File: config.mk
export PLATFORM = sky130hd
export DESIGN_NAME = serial_shift_rx
export DESIGN_NICKNAME = d
export VERILOG_FILES = /design/src/rtl/serial_shift_rx.sv
export SDC_FILE = /design/constraint.sdc
export NUM_CORES = 1
export LEC_CHECK = 0
export ABC_AREA = 1
export BUFFER_PORTS_ARGS = -buffer_cell sky130_fd_sc_hd__buf_2
export CAP_MARGIN = 20
export CORE_MARGIN = 2
export CORE_UTILIZATION = 50
export DETAILED_ROUTE_END_ITERATION = 10
export PLACE_DENSITY = 0.73
export SETUP_SLACK_MARGIN = 0.15
export SKIP_LAST_GASP = 1
export SYNTH_ARGS = -nofsm -noshare
export SYNTH_HDL_FRONTEND = slang
export SYNTH_SLANG_ARGS = --single-unit
File: constraint.sdc
create_clock -name CLK -period 1.5 [get_ports CLK]
set_input_delay 0.225 -clock CLK [delete_from_list [all_inputs] [get_ports CLK]]
set_output_delay 0.225 -clock CLK [all_outputs]
set_load 0.005 [all_outputs]
File: src/rtl/serial_shift_rx.sv
// Serial shift receiver: samples an asynchronous SCLK/SDATA/SLATCH link,
// assembles MSB-first frames and presents the last good frame on DATA.
// Build option: define SERIAL_SHIFT_RX_PARITY_EN to append an even-parity
// bit to each frame (frame width N+1); undefined means plain N-bit frames.
module serial_shift_rx #(
    parameter int unsigned N           = 8,
    parameter int unsigned SYNC_STAGES = 2
) (
    input  logic         CLK,
    input  logic         RST,
    input  logic         SCLK,
    input  logic         SDATA,
    input  logic         SLATCH,
    output logic [N-1:0] DATA,
    output logic         VALID,
    output logic         ERR,
    output logic         BUSY
);

`ifdef SERIAL_SHIFT_RX_PARITY_EN
    localparam int unsigned FW = N + 1;
`else
    localparam int unsigned FW = N;
`endif
    localparam int unsigned      CNT_W    = $clog2(FW + 2);
    localparam logic [CNT_W-1:0] CNT_FULL = CNT_W'(FW);
    localparam logic [CNT_W-1:0] CNT_OVER = CNT_W'(FW + 1);

    // Frame phase is a pure function of the bit count.
    typedef enum logic [1:0] {
        IDLE  = 2'd0,
        SHIFT = 2'd1,
        OVER  = 2'd2
    } state_t;

    logic [SYNC_STAGES-1:0] sclk_sync;
    logic [SYNC_STAGES-1:0] sdata_sync;
    logic [SYNC_STAGES-1:0] slatch_sync;
    logic                   sclk_dly;
    logic                   slatch_dly;
    logic                   sclk_rise;
    logic                   slatch_rise;
    logic                   sdata_s;

    logic [FW-1:0]          sr;
    logic [FW-1:0]          sr_nxt;
    logic [CNT_W-1:0]       cnt;
    logic [CNT_W-1:0]       cnt_nxt;
    logic [N-1:0]           data_nxt;
    logic                   valid_nxt;
    logic                   err_nxt;
    logic [N-1:0]           frame_data;
    logic                   frame_ok;
    state_t                 state;

    // Synchronizers plus one delay flop for edge detection; clock-like lines
    // reset high so a line held high through reset release shows no edge.
    always_ff @(posedge CLK or posedge RST) begin
        if (RST) begin
            sclk_sync   <= '1;
            slatch_sync <= '1;
            sdata_sync  <= '0;
            sclk_dly    <= 1'b1;
            slatch_dly  <= 1'b1;
        end else begin
            sclk_sync   <= {sclk_sync[SYNC_STAGES-2:0], SCLK};
            slatch_sync <= {slatch_sync[SYNC_STAGES-2:0], SLATCH};
            sdata_sync  <= {sdata_sync[SYNC_STAGES-2:0], SDATA};
            sclk_dly    <= sclk_sync[SYNC_STAGES-1];
            slatch_dly  <= slatch_sync[SYNC_STAGES-1];
        end
    end

    assign sclk_rise   = sclk_sync[SYNC_STAGES-1] & ~sclk_dly;
    assign slatch_rise = slatch_sync[SYNC_STAGES-1] & ~slatch_dly;
    assign sdata_s     = sdata_sync[SYNC_STAGES-1];

    // Decode frame phase from the bit counter.
    always_comb begin
        state = SHIFT;
        if (cnt == '0) begin
            state = IDLE;
        end else if (cnt == CNT_OVER) begin
            state = OVER;
        end
    end

    assign BUSY = (state != IDLE);

    // Next-state: shift first, then judge the latch on the updated frame.
    always_comb begin
        sr_nxt     = sr;
        cnt_nxt    = cnt;
        data_nxt   = DATA;
        valid_nxt  = 1'b0;
        err_nxt    = 1'b0;
        frame_data = '0;
        frame_ok   = 1'b0;

        if (sclk_rise) begin
            sr_nxt = {sr[FW-2:0], sdata_s};
            if (state != OVER) begin
                cnt_nxt = cnt + CNT_W'(1);
            end
        end

`ifdef SERIAL_SHIFT_RX_PARITY_EN
        frame_data = sr_nxt[FW-1:1];
        frame_ok   = ~(^sr_nxt);
`else
        frame_data = sr_nxt;
        frame_ok   = 1'b1;
`endif

        if (slatch_rise) begin
            if ((cnt_nxt == CNT_FULL) && frame_ok) begin
                data_nxt  = frame_data;
                valid_nxt = 1'b1;
            end else begin
                err_nxt = 1'b1;
            end
            cnt_nxt = '0;
        end
    end

    // Frame state and registered outputs.
    always_ff @(posedge CLK or posedge RST) begin
        if (RST) begin
            sr    <= '0;
            cnt   <= '0;
            DATA  <= '0;
            VALID <= 1'b0;
            ERR   <= 1'b0;
        end else begin
            sr    <= sr_nxt;
            cnt   <= cnt_nxt;
            DATA  <= data_nxt;
            VALID <= valid_nxt;
            ERR   <= err_nxt;
        end
    end

endmodule

Yosys cells after proc, flatten, opt, wreduce, memory -nomap -nowiden
Index checks and enable logic that the tools add are counted.

word-level totals
  word-level logic and storage cells = 31
  register bits after elaboration = 30
  output and inout bits = 11
  bits of input ports = 5

cells by class
  mux-type cells = 10
  eq/ne operators = 3
  bitwise operators = 4
  reductions and logical operators = 3
  add/sub/neg operators = 1

operators with widths
  cell                                         number
  two-way mux 4 bit                            3
  equality test 4 bit, second input constant   2
  two-way mux 8 bit                            1
  adder 4 x 1 -> 4 bit, second input constant  1
  zero test 4 bit                              1
  two-way mux 1 bit                            4
  two-way mux 2 bit                            2
  AND 1 bit                                    2
  != test 2 bit, second input constant         1
  inverter 1 bit                               2
  AND reduction 2 bit                          1
  nonzero test 2 bit                           1

Logic depth before layout (Yosys ltp)
Gate-level depths: netlist (run 1).

  depth after elaboration = 9
  depth in mapped cells = 10
  mapped depth without buffers = 10

Worst setup path before layout (run 1)
OpenSTA, ideal clock, no wires.

  path kind = reg-to-reg
  start = register cnt[1]
  end = register DATA[5]
  stages on the path, launching flop included = 10
  arrival = 1.379 ns
  path buffers = 0
  setup slack = 0.004 ns
  required time = 1.383 ns
  path through = dfrtp_1 -> inv_1 -> ha_1 -> nand3_4 -> nand3_1 -> nand2_2 -> nor2_8 -> nand3_4 -> nand2_1 -> nand2_1

on the way
  longest elaborated chain between the ends = 8
  elaborated cells between the ends (all ways) = 10
  classes of those cells = add/sub (1); eq/ne (3); mux (4); reduce/logical (2)

ends and longest elaborated chain
  element                          RTL line  source
  start: declaration               47        logic [CNT_W-1:0] cnt;
  start signal: assignment         136       cnt <= cnt_nxt;
  equality test 4 bit              83        end else if (cnt == CNT_OVER) begin
  two-way mux 2 bit                83
  two-way mux 2 bit                81        if (cnt == '0) begin
  != test 2 bit                    102       if (state != OVER) begin
  two-way mux 4 bit                102
  two-way mux 4 bit *              100       if (sclk_rise) begin
  equality test 4 bit *            116       if ((cnt_nxt == CNT_FULL) && frame_ok) begin
  AND reduction 2 bit (no line) *  --
  end signal: assignment           137       DATA <= data_nxt;
  end: declaration                 14        output logic [N-1:0] DATA,

Every way passes the cells marked *; elsewhere a longest branch is shown, timed or not.
A chain may end at the register's enable or synchronous reset.

Worst setup path after layout (run 1)
  start = register sclk_sync[1]
  end = register DATA[5]

on the way
  longest elaborated chain between the ends = 4
  elaborated cells between the ends (all ways) = 5
  classes of those cells = eq/ne (1); mux (2); bitwise (1); reduce/logical (1)

ends and longest elaborated chain
  element                        RTL line  source
  start: declaration             36        logic [SYNC_STAGES-1:0] sclk_sync;
  start signal: assignment       66        sclk_sync <= {sclk_sync[SYNC_STAGES-2:0], SCLK};
  AND 1 bit *                    74        assign sclk_rise = sclk_sync[SYNC_STAGES-1] & ~sclk_dly;
  two-way mux 4 bit              100
  equality test 4 bit            116
  AND reduction 2 bit (no line)  --

Marked as above.

==> metrics.csv, run 1 <==
metric,value,unit
status,finished with violations,
failing checks,negative setup slack,
RSZ-0062 raised after global routing,yes,
Total Routing Usage GR,0.215,
Final Non-Filler Cells,195,
Layout area overhead,33.2,%
# DRC,0,
Syn Std Cell Area,1270,µm²
Yosys cell types,19,
Die X,54.5,µm
Avg Inst Size Synth,10.4,µm²
initial antenna violation count,0,
CP endpoint kind,register,
met3 WL,171,µm
DP Cell Count,176,
Mapped Cells,122,
area of the core,2450,µm²
FMAX,609,MHz
WL final,2.60,mm
final hold violation count,0,
endpoints failing setup,10,
Top Ports,16,
row count,18,
final worst-path setup slack,-0.142,ns
mux cell area share after synthesis,0,
Synth Warn #,0,
DP Wirelength,1.60,mm
max layer used,met4,
sequential area share after synthesis,0.595,
vias in the first global route,976,
Pleak,0.867,nW
Power Dens Cells,997,nW/µm²
Layout Utilization,0.691,
DRT met1 WL,1.10,mm
Slew HR,0.762,
layout cells sized above 1,0.436,
Synth Area in Simple Gates,0.289,
first-pass GRT wire length,4.40,mm
Tcrit/Tclk final,1.09,
final non-filler cell area,1700,µm²
I/O Buffers,15,
die height,54.5,µm
CTS Buffer Depth,2,
Max VDD drop,963,µV
HP Class,register to register,
CTS Sinks,30,
WL/cell,13.3,µm
die footprint,2970,µm²
kind of start point of the critical path,register,
via count,981,
Final min period,1.64,ns
DR pass1 iterations,4,
clock root buffer,clkbuf_4,
Post-Synth Adder-Cell Area,0.0295,
Synth Area in XOR/XNOR,0,
Num CTS Buffers,5,
Final ANT Viol Nets,0,
Critical Path RT,1.71,ns
1st-iter DRT viols,26,
"Clk Latency, worst-skew pair",0.32,ns
Crit Path Category,register to register,
Layout Skew,0.00749,ns
main combinational cell family by area after synthesis,simple AND/OR/NAND/NOR gates,
Final Net Count,172,
H-tree level count,2,
routability cong.,0.818,
pin count of the biggest net entering global routing,31,
Slew @ Worst Pin,0.357,ns
Hold Slack,0.359,ns
antenna cells,0,
max-cap viol count,0,
routed wl met2,1.31,mm
Pwr Total,1.69,mW
Synth Area in Compound Gates,0.0334,
GRT overflow,0,
Max Slew Vio Count,0,
clock-pin slew on the worst setup and hold paths,0.09,ns
Worst Path Arrival,1.85,ns
Placement Cell Area,1480,µm²
initial core utilization,0.519,
via/cell ratio,5.03,
Yosys reg bits,30,
Syn Nets,130,
"Max FO, Critical Path",8,
CTS tree,yes,
-- Yosys cell counts --
cell type	count	area, µm²
buf_6	2	22.5
inv_2	3	11.3
nor2_2	1	6.26
a21oi_1	3	15.0
nand3_1	4	20.0
nand2_2	6	37.5
nand3_2	1	10.0
dfrtp_1	24	601
inv_1	9	33.8
nand3_4	2	35.0
nand4_1	8	50.1
nor2_8	2	40.0
o21ai_0	4	20.0
dfstp_2	6	158
a21boi_0	1	7.51
nor2_1	2	7.51
nand2_1	40	150
nor2_4	1	11.3
ha_1	3	37.5
-- metrics by stage --
step / setup TNS, ns / worst slack [ns]
after global routing: -2.02 / -0.227
after floorplan: 0 / 0.0217
after global placement: -0.245 / -0.0328
final: -0.986 / -0.142
after CTS: -0.669 / -0.0798
after detailed placement: -0.728 / -0.0942
-- placed cells by master, fill, tap and decap left out, types with 2 or more instances in the layout --
cell,netlist,final
nand2_1,40,37
dfrtp_1,24,24
buf_2,0,15
buf_4,0,12
nand4_1,8,8
inv_1,9,6
inv_2,3,6
nand2_2,6,6
dfstp_2,6,6
clkbuf_4,0,5
nand3_2,1,4
dlygate4sd3_1,0,4
o21ai_1,0,3
nand3_4,2,3
nand2_4,0,3
a21oi_1,3,3
buf_6,2,3
nor2_8,2,2
nor2_1,2,2
clkbuf_1,0,2
buf_12,0,2
-- worst max-delay path: stages, from the launching register on --
cell and delay (ns):
dfstp_2 0.54, inv_2 0.04, nor2_4 0.21, nand2_2 0.11
nand2_2 0.11, nand2_4 0.07, nor2_8 0.14, nand3_4 0.13
nand2_1 0.10, nand2_1 0.07
-- cell type report --
type | count | area (µm²)
multi-input cells | 79 | 518
repair buffers | 36 | 279
flip-flops and latches | 30 | 758
well taps | 30 | 37.5
clock buffers | 8 | 58.8
fillers | 166 | 758
inverters | 12 | 45.0
-- cells by family (layout without fill, tap and decap cells) --
family	count (synthesis)	after routing
and+or+nand+nor	67	68
DFF	30	30
buffers and inverters	14	56
AOI/OAI and AO/OA	8	8
adders and majority gates	3	3
-- power by group --
part	internal (mW)	switching [mW]	total, mW
Sequential	0.875	0.0321	0.907
Combinational	0.134	0.165	0.300
Clock	0.231	0.253	0.484
-- routing by layer --
| metal | vias to the layer above | GRT usage |
|---|---|---|
| met5 | - | 0 |
| met4 | 0 | 0.0792 |
| met3 | 4 | 0.0765 |
| met2 | 35 | 0.343 |
| met1 | 462 | 0.270 |
| li1 | 480 | - |
-- state kept, by name (all words and copies together) (netlist names) --
register     cells
DATA             8
sclk_sync        2
sdata_sync       2
VALID            1
sr               8
slatch_dly       1
cnt              4
sclk_dly         1
ERR              1
slatch_sync      2
-- worst paths after layout --
path / start / to / slack, ns / depth (start not counted)
min in group asynchronous: RST / DATA[0] / 0.53 / 4
max in group asynchronous: RST / slatch_sync[0] / 0.66 / 4
worst min register to register: sclk_sync[0] / sclk_sync[1] / 0.36 / 0
worst min-delay path: sclk_sync[0] / sclk_sync[1] / 0.36 / 0
worst max-delay path: sclk_sync[1] / DATA[5] / -0.14 / 9
worst max register to register: sclk_sync[1] / DATA[5] / -0.14 / 9
-- what timing repair did --
item                                    CTS  global route
gates resized for setup                  13             5
endpoints found under the hold margin    26             1
hold buffers                              3             1
endpoints found under the setup margin   11            17
buffers inserted                          6             0
gates cloned                              1             0
pin swaps                                 9            11
Power figures use the tool's default switching activity.
==> run 2: changes to the inputs <==
ABC_AREA = 0   (was 1)
CORE_UTILIZATION = 49   (was 50)
PLACE_DENSITY = 0.72   (was 0.73)
==> run 2 against run 1 <==
Effect of this change:
- the flow still finishes with violations (negative setup slack)
- setup slack got worse by 0.51 ns
- final area barely moved
- sequential share of layout area hardly changed
- core utilization grew 6.2 points
- clock skew rose by 0.0047 ns
- largest power group unchanged
- clock power is essentially flat
- power rose by 7.3%
==> metrics.csv, run 2 <==
metric,value,unit,change
failing checks,negative setup slack,,
clock root buffer,clkbuf_4,,
vias in the first global route,854,,-13%
WL final,2.33,mm,-11%
layout cells sized above 1,0.534,,+0.0979
Largest regs,"DATA (8), sr (8), cnt (4)",,
Pwr Total,1.82,mW,+7.3%
met1 GRT Util,0.233,,-0.0372
Slew HR,0.754,,-0.00844
Post-synth EDFFs,0,,unchanged
Power Dens Cells,1070,nW/µm²,+7.2%
Syn Std Cell Area,1190,µm²,-6.5%
reg2reg end,DATA[1],,
commonest cells in the netlist,"nand2_1, dfrtp_1, mux2_2, dfstp_2",,
CTS Sinks,30,,unchanged
CP endpoint kind,register,,
Max Slew Vio Count,0,,unchanged
CTS tree,yes,,
Num CTS Buffers,5,,unchanged
Layout Skew,0.0121,ns,+0.00466 ns
antenna cells,0,,unchanged
DP Wirelength,1.46,mm,-8.4%
Synth Warn #,0,,unchanged
Worst Setup EP,DATA[1],,
via count,836,,-15%
crit path cell chain,inv_2 > ha_4 > nand2_4 > o21ai_4 > mux2_4 > nor4b_4 > buf_4 > mux2_4,,
"Clk Latency, worst-skew pair",0.32,ns,about the same
sequential area share after synthesis,0.637,,+0.0413
Crit path largest cell delay,0.42,ns,-0.12 ns
Top Ports,16,,unchanged
final hold violation count,0,,unchanged
"commonest non-fill, non-tap cell in the layout",nand2_1,,
Crit Path Category,register to register,,
initial core utilization,0.528,,+0.00944
clock-pin slew on the worst setup and hold paths,0.08,ns,about the same
routability cong.,0.749,,-8.5%
Final min period,2.16,ns,+0.514 ns
die height,53.3,µm,-2.1%
I/O Buffers,15,,unchanged
grt peak-use layer,met2,,
Syn Nets,105,,-19%
Final TNS setup,-6.05,ns,-5.06 ns
H-tree level count,2,,unchanged
layout filler cell count,158,,-4.8%
WL/cell,13.4,µm,+0.18%
pin count of the biggest net entering global routing,31,,unchanged
Worst Path Arrival,2.36,ns,+0.51 ns
Max VDD drop,814,µV,-15%
row count,17,,-1
Post-synth ARST share,1.00,,unchanged
Pleak,0.883,nW,+1.8%
routing usage on met3,0.0847,,+0.00824
flop2flop setup slack,-0.66,ns,-0.51 ns
GRT overflow,0,,unchanged
Hold Startpoint,sclk_sync[0],,
status,finished with violations,,
initial antenna violation count,0,,unchanged
"Max FO, Critical Path",4,,-4
kind of start point of the critical path,register,,
via/cell ratio,4.80,,-4.5%
Most Frequent Cell on Critical Path,mux2_4,,
Synth top area share,0.504,,+0.0327
Critical Path RT,1.70,ns,about the same
Total Routing Usage GR,0.202,,-0.0133
Layout area overhead,42.5,%,
max-cap viol count,0,,unchanged
RR Startpoint,cnt[1],,
RSZ-0062 raised after global routing,yes,,
endpoints failing setup,12,,+2
die footprint,2840,µm²,-4.2%
met2 Resource Use GR,0.319,,-0.0244
final worst-path setup slack,-0.655,ns,-0.514 ns
Final ANT Viol Nets,0,,unchanged
largest area contributor in the netlist,dfrtp_1,,
Die X,53.3,µm,-2.1%
first-pass GRT wire length,3.80,mm,-14%
Mapped Cells,97,,-20%
CTS Buffer Depth,2,,unchanged
DR pass1 iterations,4,,unchanged
"top cells by area, synth","dfrtp_1, dfstp_2, nand2_1, mux2_2, ha_1",,
CP max-delay cell,dfrtp_1,,
Critical path origin,cnt[1],,
Slew @ Worst Pin,0.370,ns,+0.0127 ns
Placement Cell Area,1420,µm²,-4.2%
Final Net Count,153,,-11%
Yosys reg bits,30,,unchanged
Yosys cell types,26,,+7
most frequent cells in the layout,"nand2_1, dfrtp_1, buf_4, buf_2, mux2_4",,
most common cell in the synthesized netlist,nand2_1,,
Tcrit/Tclk final,1.44,,+0.342
Avg Inst Size Synth,12.3,µm²,+18%
1st-iter DRT viols,6,,-77%
final non-filler cell area,1700,µm²,about the same
# DRC,0,,unchanged
FMAX,464,MHz,-24%
HP Class,register to register,,
area of the core,2250,µm²,-8.2%
commonest register cell after synthesis,dfrtp_1,,
depth of the worst register-to-register path,8,,-1
[run 2: cell count changes in the layout (fill, tap and decap cells not counted), moves of 3 or more]
cell,delta
buf_4,+8
nand4_1,-8
mux2_4,+9
inv_1,-5
inv_2,-5
nand3_2,-4
nand2_1,-11
nand2_2,-5
nand3_4,-3
o21ai_1,-3
[run 2: how the worst min path moves through the flow]
stage	end	cells past startpoint
floorplan	sclk_sync[0]	0
detailed placement	sdata_sync[0]	3
finish	sclk_sync[1]	0
global route	sclk_sync[1]	0
global placement	ERR	3
CTS	sdata_sync[0]	1
[run 2: cell families after synthesis]
kind of cell | count (synthesis) | share of synthesized area
AOI/OAI and AO/OA | 9 | 0.0588
adders and majority gates | 3 | 0.0315
muxes | 9 | 0.0851
and+or+nand+nor | 39 | 0.158
xor gates and xnor gates | 1 | 0.00735
buffers and inverters | 6 | 0.0231
DFF | 30 | 0.637
[run 2: per-stage QoR]
step	instances	utilization	hold slack (ns)	worst slack (ns)
after global routing	174	0.753	0.355	-0.759
after floorplan	97	-	0.229	-0.689
after global placement	152	0.629	0.304	-0.690
after detailed placement	152	0.629	0.314	-0.738
after CTS	170	0.732	0.00320	-0.690
final	174	0.753	0.354	-0.655
[run 2: where the power goes]
group	switching (mW)	internal, mW	total (mW)
clock network	0.254	0.231	0.484
registers	0.0501	0.885	0.935
logic	0.177	0.218	0.395
total	0.481	1.33	1.82
[run 2: layout make-up]
| cell class | count | area, µm² | area share |
|---|---|---|---|
| inverters | 3 | 13.8 | 0.00811 |
| repair buffers | 44 | 322 | 0.189 |
| flip-flops and latches | 30 | 759 | 0.447 |
| multi-input cells | 61 | 509 | 0.300 |
| clock buffers | 8 | 58.8 | 0.0346 |
| well taps | 28 | 35.0 | 0.0206 |
[run 2: critical path: cells and delay by family, from the launching register on]
family | cells | cell delay [ns]
muxes | 2 | 0.65
buffers and inverters | 2 | 0.29
adders and majority gates | 1 | 0.15
DFF | 1 | 0.42
AOI/OAI and AO/OA | 1 | 0.19
and+or+nand+nor | 2 | 0.33
[run 2: repair_timing]
| item | 4_1_cts | 5_1_grt |
|---|---|---|
| pin swaps | 8 | 3 |
| hold buffers | 3 | 1 |
| setup buffers | 7 | 3 |
| endpoints found under the setup margin | 15 | 14 |
| resized for setup | 23 | 4 |
| endpoints found under the hold margin | 26 | 1 |
[run 2: routing by layer]
layer | routed length [µm] | part of all wire | vias up
li1 | - | - | 415
met1 | 1020 | 0.44 | 407
met2 | 1190 | 0.51 | 12
met3 | 82 | 0.035 | 2
met4 | 26 | 0.011 | 0
met5 | 0 | 0 | -
